**config.mk**
```make
export PLATFORM = sky130hd
export DESIGN_NAME = xcorr_sig_gen
export DESIGN_NICKNAME = d
export VERILOG_FILES = /design/src/rtl/xcorr_sig_gen.sv
export SDC_FILE = /design/constraint.sdc
export NUM_CORES = 1
export LEC_CHECK = 0
export ABC_AREA = 0
export CORE_UTILIZATION = 45
export DETAILED_ROUTE_END_ITERATION = 6
export HOLD_SLACK_MARGIN = 0.06
export PLACE_DENSITY = 0.85
export SLEW_MARGIN = 20
export SYNTH_ARGS = -nofsm -noshare
export SYNTH_HDL_FRONTEND = slang
export SYNTH_SLANG_ARGS = --single-unit
```
**constraint.sdc**
```tcl
create_clock -name clk -period 3 [get_ports clk]
set_clock_uncertainty 0.15 [all_clocks]
set_input_delay 0.45 -clock clk [delete_from_list [all_inputs] [get_ports clk]]
set_output_delay 0.45 -clock clk [all_outputs]
set_load 0.01 [all_outputs]
```
**src/rtl/xcorr_sig_gen.sv**
```systemverilog
// Cross-correlation link transmitter: latches a reference word, rotates it right by the programmed lag,
// then streams it MSB-first over a valid/ready bit interface. A stalled sink holds the stream indefinitely.
module xcorr_sig_gen #(
  parameter int NDATA     = 128,
  parameter int NDATA_LOG = $clog2(NDATA)
) (
  input  logic                 clk,
  input  logic                 rst,
  input  logic                 start,
  input  logic [NDATA-1:0]     dinRef,
  input  logic [NDATA_LOG-1:0] lag,
  output logic                 busy,
  output logic [NDATA-1:0]     sigWord,
  output logic                 doutBit,
  output logic                 doutValid,
  input  logic                 doutReady,
  output logic                 doutLast,
  output logic [NDATA_LOG-1:0] cntout,
  output logic                 done
);

  localparam logic [1:0] IDLE  = 2'd0;
  localparam logic [1:0] ALIGN = 2'd1;
  localparam logic [1:0] SEND  = 2'd2;
  localparam logic [1:0] DONE  = 2'd3;

  localparam logic [NDATA_LOG-1:0] CNT_LAST = NDATA_LOG'(NDATA - 1);
  localparam logic [NDATA_LOG-1:0] LAG_ONE  = NDATA_LOG'(1);

  logic [1:0]           state_q, state_d;
  logic [NDATA-1:0]     sig_word_q, sig_word_d;
  logic [NDATA_LOG-1:0] cnt_q, cnt_d;
  logic [NDATA_LOG-1:0] lag_cnt_q, lag_cnt_d;

  always_comb begin
    state_d    = state_q;
    sig_word_d = sig_word_q;
    cnt_d      = cnt_q;
    lag_cnt_d  = lag_cnt_q;
    case (state_q)
      IDLE: begin
        if (start) begin
          sig_word_d = dinRef;
          lag_cnt_d  = lag;
          cnt_d      = '0;
          state_d    = (lag != '0) ? ALIGN : SEND;
        end
      end
      ALIGN: begin
        sig_word_d = {sig_word_q[0], sig_word_q[NDATA-1:1]};
        lag_cnt_d  = lag_cnt_q - LAG_ONE;
        if (lag_cnt_q <= LAG_ONE) begin
          state_d = SEND;
        end
      end
      SEND: begin
        if (doutReady) begin
          if (cnt_q == CNT_LAST) begin
            cnt_d   = '0;
            state_d = DONE;
          end else begin
            cnt_d = cnt_q + LAG_ONE;
          end
        end
      end
      default: begin
        state_d = IDLE;
      end
    endcase
  end

  always_ff @(posedge clk) begin
    if (rst) begin
      state_q    <= IDLE;
      sig_word_q <= '0;
      cnt_q      <= '0;
      lag_cnt_q  <= '0;
    end else begin
      state_q    <= state_d;
      sig_word_q <= sig_word_d;
      cnt_q      <= cnt_d;
      lag_cnt_q  <= lag_cnt_d;
    end
  end

  // NDATA is a power of two, so NDATA-1-cnt is simply the bitwise inverse of cnt.
  assign doutBit   = sig_word_q[~cnt_q];
  assign sigWord   = sig_word_q;
  assign cntout    = cnt_q;
  assign busy      = (state_q != IDLE);
  assign doutValid = (state_q == SEND);
  assign doutLast  = (state_q == SEND) && (cnt_q == CNT_LAST);
  assign done      = (state_q == DONE);

endmodule
```
==> reports/qor.txt, run 1 <==
Clock Tree Buf Depth = 2
run status = finished, final reports clean
fraction of layout cells with a size suffix above 1 = 0.08991
DR iter-0 viols = 590
I/O pin count = 279
Chip Width = 132.8 um
FMAX = 0.3365 GHz
gpl congestion = 0.8218
most instantiated cells after synthesis = mux2i_1, nor2_1, dfxtp_1
M2 GR Usage = 0.4683
synth unique cells = 50
met3 Use GR = 0.05594
Layout Nets = 1223
register share of total power = 0.306
row count = 47
Synth area leaders = dfxtp_1, mux2i_1, a211oi_1, nor2_1, mux4_2
Avg Vias per Cell = 5.685
Port Buffers = 278
post-synth top area cell = dfxtp_1
initial antenna violation count = 0
switch share = 0.3982
synthesized area per cell = 9.383 um2
Leak = 0.004085 uW
synthesized net count = 967
htree depth = 4
clk sinks = 144
CTS tree = yes
Die Area = 17650 um2
Post-Route Setup TNS = 0 ns
Initial Util = 0.4629
Layout fillers = 1288
Skew-Pair Late Insertion Delay = 0.42 ns
HP Class = flip-flop to flip-flop
vias in the first global route = 7249
Inserted Clock Buffers = 17
internal power = 7404 uW
area grow syn2layout = 48.95%
crit path time final = 2.972 ns
RSZ-0062 raised after global routing = yes
power density cells = 1072 nW/um2
area of placed instances = 10730 um2
largest net degree at the start of global routing = 141
critical path arrival = 2.37 ns
Final HPWL DP = 17.24 mm
Max FO, Critical Path = 6
layer with the highest usage = met2
Die Y = 132.8 um
root buf cell = clkbuf_16
Post-Syn Area = 7704 um2
DR DRC count = 0
clock-pin slew on the worst setup and hold paths = 0.06 ns
wire per inst = 18.89 um
Final Slew Violations = 0
max cap viols = 0
final period utilization = 0.9906
Post-Layout Cell Count = 1310
Hold WS = 0.3417 ns
Worst Setup End Kind = primary output
Async SR Flop Fraction = 0
final setup fails = 0
Ant. Diodes = 0
drt first pass iters = 5
met1 Resource Use GR = 0.3569
first-pass GRT wire length = 39.27 mm
WL final = 24.75 mm
post-route cell area = 11470 um2
Sw Pwr = 4898 uW
crit path kind = flip-flop to primary output
Comb pwr share = 0.514
Reg area = 2892 um2
top_reg_cell synth = dfxtp_1
warnings from Yosys = 0
Tot GR Track Use = 0.2806
WP data required = 2.40 ns
most frequent cell after synthesis = mux2i_1
post-synthesis cell count = 821
Worst-Margin Slew = 1.017 ns
post-synth top area share = 0.3742
Peak VDD IR = 1.322 mV
Seq cells post-synth = 144
Final Hold Fails = 0
Detail Route Antenna Nets = 0
Via Count = 7448
relative slew slack = 0.3222
Seq/Total Area, Yosys = 0.3742
placed cells = 1274
critical path startpoint category = flip-flop
core area = 16640 um2
Clock power frac = 0.180
grt total ovfl = 0
Multi-input gate area = 4463 um2
EDFF count, synth = 0
registers in the layout, summed over array words and instances, names as in the netlist:
signal	flops
sigWord	128
lag_cnt_q	7
state_q	2
cntout	7
through the flow:
stage | total power (uW) | setup WS, ns | util
CTS | 12310 | 0.001218 | 0.6891
global placement | 9816 | -0.007557 | 0.6448
finish | 12300 | 0.02813 | 0.6895
detailed placement | 9984 | -0.02566 | 0.6448
floorplan | 7152 | 0.5945 | -
global route | 13000 | -0.06375 | 0.6895
worst paths after layout:
path              startpoint          to  slack (ns)  cells after the start
setup / recovery   cntout[0]     doutBit        0.03                      7
hold / removal    state_q[1]  state_q[1]        0.34                      2
setup reg to reg   cntout[1]  state_q[1]        0.56                      8
hold reg to reg   state_q[1]  state_q[1]        0.34                      2
cells by family after synthesis:
group / synth area share
compound gates: 0.1785
xor+xnor: 0.004549
fa+ha+maj: 0.01137
mux: 0.2628
simple gates: 0.1161
buf+inv: 0.05246
flops: 0.3742
power groups by stage:
stage	Clock, uW	Sequential (uW)	Combinational (uW)
CTS	2230	3750	6330
global placement	0	3780	6030
finish	2210	3760	6330
detailed placement	0	3770	6210
floorplan	0	3800	3350
global route	2330	3870	6800
area by class of cell:
type,count,area share
repair buffers,315,0.2786
well taps,220,0.02399
flip-flops and latches,144,0.2520
inverters,8,0.002617
clock buffers,23,0.04253
clock inverters,9,0.01134
multi-input cells,591,0.3889
routing by layer:
metal	vias up	part of all wire
li1	3581	-
met1	3549	0.43
met2	273	0.48
met3	45	0.057
met4	0	0.026
met5	-	0
critical path: stages, from the launching register on:
cell and delay, ns:
dfxtp_4 0.38, buf_12 0.14, mux4_2 0.53, a2111oi_4 0.32, a21oi_2 0.10, a211oi_2 0.24
a41oi_2 0.08, buf_2 0.18
cell usage in the layout (no fill, tap or decap), drive strengths merged, types with 2 or more instances in the layout:
cell type      instances
a41oi                  2
a31oi                  3
o22ai                  3
a21oi                 12
clkbuf                23
a22oi                  5
bufbuf                 2
bufinv                 3
xor2                   3
nand2                 18
nor2                 150
dfxtp                144
a221oi                 2
nor4                   4
mux4                  17
inv                    8
or3                    2
clkinv                 5
a211oi               141
nor3                   5
a2111oi                2
o21ai                 10
nand2b                 2
nand3                 16
nor2b                  9
buf                   37
clkdlybuf4s50        275
mux2i                161
o211ai                 3
ha                     7
timing repair:
| action | in CTS | in global routing |
|---|---|---|
| hold buffers | 0 | 0 |
| gates cloned | 2 | 0 |
| gates resized for setup | 15 | 3 |
| pin swaps | 7 | 3 |
| setup endpoints to repair | 1 | 2 |
| setup buffers | 2 | 0 |
Power figures use the tool's default switching activity.
==> run 2: changes to the inputs <==
==> constraint.sdc (replaced) <==
create_clock -name clk -period 3.05 [get_ports clk]
set_clock_uncertainty 0.15 [all_clocks]
set_input_delay 0.4575 -clock clk [delete_from_list [all_inputs] [get_ports clk]]
set_output_delay 0.4575 -clock clk [all_outputs]
set_load 0.01 [all_outputs]
==> reports/qor.txt, run 2 (synthesis gave the netlist of run 1 again) <==
max reg flops = 128
power density cells = 1051 nW/um2
I/O pin count = 279
Final WS setup = 0.04896 ns
Skew-Pair Late Insertion Delay = 0.42 ns
critical path startpoint category = flip-flop
Max FO, Critical Path = 5
critical path arrival = 2.39 ns
pre-CTS setup slack = 0.01710 ns
gpl congestion = 0.8350
area of placed instances = 10700 um2
initial antenna violation count = 0
drt first pass iters = 4
reg-to-reg startpoint = state_q[0]
Ant. Diodes = 0
Post-Route Setup TNS = 0 ns
HP Class = flip-flop to flip-flop
row count = 47
run status = finished, final reports clean
Die Y = 132.8 um
final period utilization = 0.9839
relative slew slack = 0.3340
Avg Vias per Cell = 5.693
fraction of layout cells with a size suffix above 1 = 0.08716
Final HPWL DP = 17.43 mm
wire per inst = 19.00 um
Inserted Clock Buffers = 17
Hold WS = 0.3524 ns
post-route cell area = 11470 um2
CTS tree = yes
Clock Tree Buf Depth = 2
Port Buffers = 278
Die Area = 17650 um2
max cap viols = 0
Final Hold Fails = 0
Leak = 0.004059 uW
clk sinks = 144
Tot GR Track Use = 0.2794
htree depth = 4
grt total ovfl = 0
FMAX = 0.3332 GHz
RSZ-0062 raised after global routing = yes
WL final = 24.89 mm
core area = 16640 um2
Final Slew Violations = 0
Layout fillers = 1263
vias in the first global route = 7171
leading cell type in the layout, fill and taps excluded = clkdlybuf4s50_1
DR DRC count = 0
area grow syn2layout = 48.87%
largest net degree at the start of global routing = 141
final setup fails = 0
crit path time final = 3.001 ns
crit path kind = flip-flop to primary output
Worst Setup End Kind = primary output
first-pass GRT wire length = 38.74 mm
root buf cell = clkbuf_16
Via Count = 7458
Initial Util = 0.4629
Peak VDD IR = 0.7621 mV
FF-to-FF setup slack = 0.50 ns
Chip Width = 132.8 um
Layout Nets = 1223
most frequent cells in the layout = clkdlybuf4s50_1, mux2i_1, nor2_1
Hold Buf Count CTS = 0
WP data required = 2.44 ns
DR iter-0 viols = 483
Worst-Margin Slew = 0.9991 ns
Min-Delay Startpoint = state_q[1]
clock-pin slew on the worst setup and hold paths = 0.06 ns
crit path from = cntout[0]
Detail Route Antenna Nets = 0
Core Util, Final = 0.6891
-- run 2: final timing paths --
kind / endpoint / depth (start not counted)
max: doutBit / 7
max reg2reg: sigWord[30] / 6
min reg2reg: state_q[1] / 2
min: state_q[1] / 2
-- run 2: worst max-delay path: stages, from the launching register on --
cell       delay (ns)
dfxtp_4          0.39
buf_12           0.14
mux4_2           0.54
a2111oi_4        0.33
a21oi_2          0.10
a211oi_2         0.24
a41oi_2          0.07
buf_2            0.17
-- run 2: what timing repair did --
action / CTS / global route
pin swaps: 4 / 6
setup endpoints to repair: 1 / 1
setup buffers: 1 / 4
gates cloned: 1 / 2
resized for setup: 11 / 2
-- run 2: metal layers --
metal,routed length [um],vias to the layer above,global-route usage
met2,11940,288,0.4578
li1,-,3575,-
met5,0,-,0
met3,1456,58,0.05747
met1,10640,3537,0.3485
met4,853,0,0.1373
-- run 2: through the flow --
step | total power (uW) | instances
floorplan | 7034 | 821
global placement | 9610 | 1270
detailed placement | 9769 | 1270
CTS | 12030 | 1304
global route | 12750 | 1310
finish | 12050 | 1310
-- run 2: cell type report --
cell class              instances  area, um2  area share
flip-flops and latches        144       2894      0.2523
clock buffers                  24      491.7     0.04288
multi-input cells             591       4462      0.3890
inverters                       8      30.03    0.002618
well taps                     220      275.3     0.02400
repair buffers                315       3188      0.2780
clock inverters                 8      127.6     0.01113
-- run 2: power by group --
group	internal, uW	total [uW]	switching (uW)	leakage, uW
combinational	3150	6110	2960	0.00257
sequential	2710	3760	1050	0.00119
clock	1380	2190	812	0.000297
total	7230	12100	4820	0.00406
